### config.mk
export PLATFORM = sky130hd
export DESIGN_NAME = change_dispenser
export DESIGN_NICKNAME = d
export VERILOG_FILES = /design/src/rtl/change_dispenser.sv
export SDC_FILE = /design/constraint.sdc
export NUM_CORES = 1
export LEC_CHECK = 0
export ABC_AREA = 1
export BUFFER_PORTS_ARGS = -buffer_cell sky130_fd_sc_hd__buf_2
export CAP_MARGIN = 40
export CORE_MARGIN = 2
export CORE_UTILIZATION = 54
export DETAILED_ROUTE_END_ITERATION = 10
export GPL_ROUTABILITY_DRIVEN = 0
export PLACE_DENSITY_LB_ADDON = 0.1
export SYNTH_ARGS = -nofsm -noshare
export SYNTH_HDL_FRONTEND = slang
export SYNTH_SLANG_ARGS = --single-unit
### constraint.sdc
create_clock -name clk -period 4.7 [get_ports clk]
set_clock_uncertainty 0.05 [all_clocks]
set_input_delay 0 -clock clk [delete_from_list [all_inputs] [get_ports clk]]
set_output_delay 0 -clock clk [all_outputs]
set_load 0.01 [all_outputs]
### src/rtl/change_dispenser.sv
// change_dispenser: greedy coin-change payout FSM over denominations 10/5/2/1.
// Ports: clk; reset (async, active-low); change_valid/change_amount request;
//   coin_ack from the hopper; restock reloads stock; coin_out (one-hot)
//   with coin_valid to the hopper; busy; done (1-cycle pulse);
//   short/short_amount report change that stock could not cover.
// Build option: define CHANGE_STOCK_EN for per-denomination stock counters.
module change_dispenser (
    input  logic       clk,
    input  logic       reset,
    input  logic       change_valid,
    input  logic [3:0] change_amount,
    input  logic       coin_ack,
    input  logic       restock,
    output logic [3:0] coin_out,
    output logic       coin_valid,
    output logic       busy,
    output logic       done,
    output logic       short,
    output logic [3:0] short_amount
);

    typedef enum logic [2:0] {
        IDLE,
        SELECT,
        ISSUE,
        DONE,
        SHORT
    } state_t;

    state_t     state_q;
    logic [3:0] rem_q;
    logic [3:0] coin_q;
    logic       valid_q;
    logic       busy_q;
    logic       done_q;
    logic [3:0] avail;
    logic [3:0] pick;

    // Coin value of a one-hot coin code (bit0=1, bit1=2, bit2=5, bit3=10).
    function automatic logic [3:0] coin_val(input logic [3:0] c);
        case (c)
            4'b0001: coin_val = 4'd1;
            4'b0010: coin_val = 4'd2;
            4'b0100: coin_val = 4'd5;
            4'b1000: coin_val = 4'd10;
            default: coin_val = 4'd0;
        endcase
    endfunction

`ifdef CHANGE_STOCK_EN
    logic [3:0][3:0] stock_q;
    logic [3:0][3:0] stock_d;
    logic            short_q;
    logic [3:0]      short_amt_q;

    // Restock overrides a coincident decrement.
    always_comb begin
        stock_d = stock_q;
        if (restock) begin
            stock_d = {4{4'd5}};
        end else if (state_q == ISSUE && coin_ack) begin
            for (int i = 0; i < 4; i++) begin
                if (coin_q[i]) stock_d[i] = stock_q[i] - 4'd1;
            end
        end
    end

    always_ff @(posedge clk or negedge reset) begin
        if (!reset) stock_q <= {4{4'd5}};
        else        stock_q <= stock_d;
    end

    always_comb begin
        avail = 4'b0000;
        for (int i = 0; i < 4; i++) begin
            avail[i] = (stock_q[i] != 4'd0);
        end
    end

    assign short        = short_q;
    assign short_amount = short_amt_q;
`else
    wire unused_restock = restock;

    assign avail        = 4'b1111;
    assign short        = 1'b0;
    assign short_amount = 4'd0;
`endif

    // Largest available denomination not exceeding the remaining change.
    always_comb begin
        pick = 4'b0000;
        if (avail[3] && rem_q >= 4'd10)     pick = 4'b1000;
        else if (avail[2] && rem_q >= 4'd5) pick = 4'b0100;
        else if (avail[1] && rem_q >= 4'd2) pick = 4'b0010;
        else if (avail[0] && rem_q >= 4'd1) pick = 4'b0001;
    end

    always_ff @(posedge clk or negedge reset) begin
        if (!reset) begin
            state_q <= IDLE;
            rem_q   <= 4'd0;
            coin_q  <= 4'd0;
            valid_q <= 1'b0;
            busy_q  <= 1'b0;
            done_q  <= 1'b0;
`ifdef CHANGE_STOCK_EN
            short_q     <= 1'b0;
            short_amt_q <= 4'd0;
`endif
        end else begin
            done_q <= 1'b0;
            unique case (state_q)
                IDLE: begin
                    if (change_valid) begin
                        rem_q   <= change_amount;
                        busy_q  <= 1'b1;
                        state_q <= SELECT;
                    end
                end
                SELECT: begin
                    if (rem_q == 4'd0) begin
                        done_q  <= 1'b1;
                        state_q <= DONE;
                    end else if (pick != 4'd0) begin
                        coin_q  <= pick;
                        valid_q <= 1'b1;
                        state_q <= ISSUE;
                    end
`ifdef CHANGE_STOCK_EN
                    else begin
                        busy_q      <= 1'b0;
                        short_q     <= 1'b1;
                        short_amt_q <= rem_q;
                        state_q     <= SHORT;
                    end
`endif
                end
                ISSUE: begin
                    if (coin_ack) begin
                        rem_q   <= rem_q - coin_val(coin_q);
                        coin_q  <= 4'd0;
                        valid_q <= 1'b0;
                        state_q <= SELECT;
                    end
                end
                DONE: begin
                    busy_q  <= 1'b0;
                    state_q <= IDLE;
                end
                SHORT: begin
`ifdef CHANGE_STOCK_EN
                    if (restock) begin
                        short_q     <= 1'b0;
                        short_amt_q <= 4'd0;
                        state_q     <= IDLE;
                    end
`else
                    state_q <= IDLE;
`endif
                end
                default: state_q <= IDLE;
            endcase
        end
    end

    assign coin_out   = coin_q;
    assign coin_valid = valid_q;
    assign busy       = busy_q;
    assign done       = done_q;

endmodule

==> flow_metrics.tcl <==
set metrics [dict create \
    final_cell_mix "23 x nand2_1, 14 x buf_2, 13 x inv_1, 13 x dfrtp_1, 11 x nor2_1" \
    clk_latency_ps 280 \
    netlist_area_um2 825 \
    via_per_inst 5.17 \
    critPathMaxStageDelay_ps 430 \
    setup_tns_ps 0 \
    area_growth_pct 17.3 \
    initial_utilization 0.560 \
    layout_commonest_cell "nand2_1" \
    rsz0062_at_grt "no" \
    first_global_vias 737 \
    layout_min_cycle_time_ps 2010 \
    use_met2 0.361 \
    synth-warning-count 0 \
    grt_max_degree 14 \
    critical_path_arrival_ps 2140 \
    p_leak_nw 0.516 \
    yosysTopAreaCell "dfrtp_1" \
    crit_chain "nor2_1 -> inv_1 -> o31ai_1 -> inv_1 -> ha_1 -> nand2_1 -> nor2_1 -> nor2_1 -> inv_1 -> nand2_1 -> nand3_1 -> nand2_1 -> nand2_1" \
    die-width_um 43.1 \
    dieHeight_um 43.1 \
    cts_tree "built" \
    synth_seq_area_share 0.395 \
    fin_ws_ps 2690 \
    cap_violations 0 \
    worst_path_most_repeated_cell "nand2_1" \
    final_nets 142 \
    cts.sinks 13 \
    io_pins 21 \
    yosys_register_bits 13 \
    grt_antenna_before_repair 0 \
    drive_above_1_share 0.211 \
    seqPwrFrac 0.318 \
    p_int_w 0.000336 \
    grt-ovfl-total 0 \
    max-vdd-ir-drop_mv 0.380 \
    clock.fmax_ghz 0.497 \
    rows 14 \
    grt_first_pass_wirelength_um 2970 \
    synth.distinct_cells 24 \
    core_area_um2 1470 \
    wirelength_um 1640 \
    reg2regPathDepth 13 \
    clkTransAtPathRegs_ps 80 \
    wl_per_cell_um 11.4 \
    die-area_um2 1860 \
    violations "negative hold slack" \
    drc 0 \
    drv_slew 0 \
    fin_crit_sh 0.428 \
    critical_path_class "register to register" \
    synth-edff-count 0 \
    synth_ff_type "dfrtp_1" \
    critPathCaptureType "register" \
    async_flop_share 1.00 \
    grt-busiest-layer "met2" \
    hold_path.class "input port to register" \
    cp.required_ps 4830 \
    hold_slack_ps -7.18 \
    hold_violations 1 \
    track_usage 0.212 \
    vias 744 \
    status "complete, but fails checks" \
    met1_usage 0.272 \
    cp-start-kind "register" \
    place_hpwl_um 1290 \
    switching_share 0.484 \
    drt-initial-drc-count 21 \
    setup_violations 0 \
    use_met3 0.0255 \
    avgSynthCellArea_um2 7.78 \
    powerDensity_nw_per_um2 673 \
    worstPathMaxFanout 5 \
    n_antenna_cell 0 \
    ant_nets 0 \
    first_pass_iters 4 \
    cts_buffers 3 \
    crit_slowest_cell "dfrtp_1" \
    synth_top_area_share 0.395 \
    p_sw_w 0.000315 \
    combPwrFrac 0.575 \
    cts_resized 0 \
    fin_util 0.657 \
    cts_max_path_buffers 2 \
    port_buffers 14 \
    min_delay_path_depth 4 \
    cts_max_level 1 \
    pwr-share-clk 0.107 \
    cts_root_buf "clkbuf_4" \
    syn_inst 106 \
    yosys-top-cells-area "dfrtp_1 39%, nand2_1 10%, inv_1 5.9%" \
    finalPower_w 0.000651 \
    pre_cts_ws_ps 2680 \
]
## flip-flops by register name, summed over array words and instances (netlist names)
signal and cells:
coin_out 4, rem_q 4, state_q 2, busy 1, coin_valid 1, done 1
## through the flow
| step | area (µm²) | instances |
|---|---|---|
| floorplan | 840 | 110 |
| global placement | 881 | 134 |
| detailed placement | 881 | 134 |
| CTS | 967 | 144 |
| global route | 967 | 144 |
| finish | 967 | 144 |
## cells by family after synthesis
logic type               share of synthesized area
adder cells (fa/ha/maj)                     0.0698
flip-flops                                   0.395
AO/OA/AOI/OAI                                0.123
buffers and inverters                        0.127
other                                      0.00455
AND/OR/NAND/NOR                              0.270
XOR/XNOR                                    0.0106
## power groups by stage
stage / Clock [W] / Combinational [W] / Sequential [W]
floorplan: 0 / 0.000289 / 0.000209
global placement: 0 / 0.000361 / 0.000205
detailed placement: 0 / 0.000373 / 0.000208
CTS: 0.0000703 / 0.000379 / 0.000206
global route: 0.0000764 / 0.000437 / 0.000215
finish: 0.0000699 / 0.000374 / 0.000207
## worst max-delay path, delay by kind of cell, from the launching register on
kind / cells / cell delay (ps)
simple gates: 8 / 580
buf+inv: 3 / 200
flops: 1 / 430
fa+ha+maj: 1 / 280
compound gates: 1 / 370
## cell usage after synthesis, types with 3 or more instances
| cell type | n |
|---|---|
| nand2_1 | 23 |
| inv_1 | 13 |
| o211ai_1 | 3 |
| o21ai_0 | 6 |
| ha_1 | 3 |
| dfrtp_1 | 13 |
| buf_4 | 5 |
| nand3_1 | 5 |
| nor2_1 | 11 |
| o21ai_1 | 3 |
## path summary, 6_finish.rpt
path                        startpoint          end  slack (ps)
hold / removal                coin_ack   coin_valid          -7
max in group asynchronous        reset  coin_out[3]        4280
min in group asynchronous        reset   state_q[0]          80
hold reg to reg                   busy         busy         440
setup reg to reg           coin_out[2]     rem_q[3]        2690
setup / recovery           coin_out[2]     rem_q[3]        2690
## metal layers
metal  part of all wire  vias up
li1                   -      372
met1               0.45      351
met2               0.49       19
met3              0.040        2
met4              0.011        0
met5                  0        -
## layout make-up
type,count,area (µm²)
fillers,139,504
multi-input cells,76,409
flip-flops and latches,13,325
repair buffers,20,130
inverters,15,56.3
clock buffers,4,26.3
well taps,16,20.0
## repair_timing
| action | in CTS | in global routing |
|---|---|---|
| endpoints found under the hold margin | 18 | 0 |
| setup buffers | 0 | 0 |
| hold buffers | 6 | 0 |
Power figures use the tool's default switching activity.
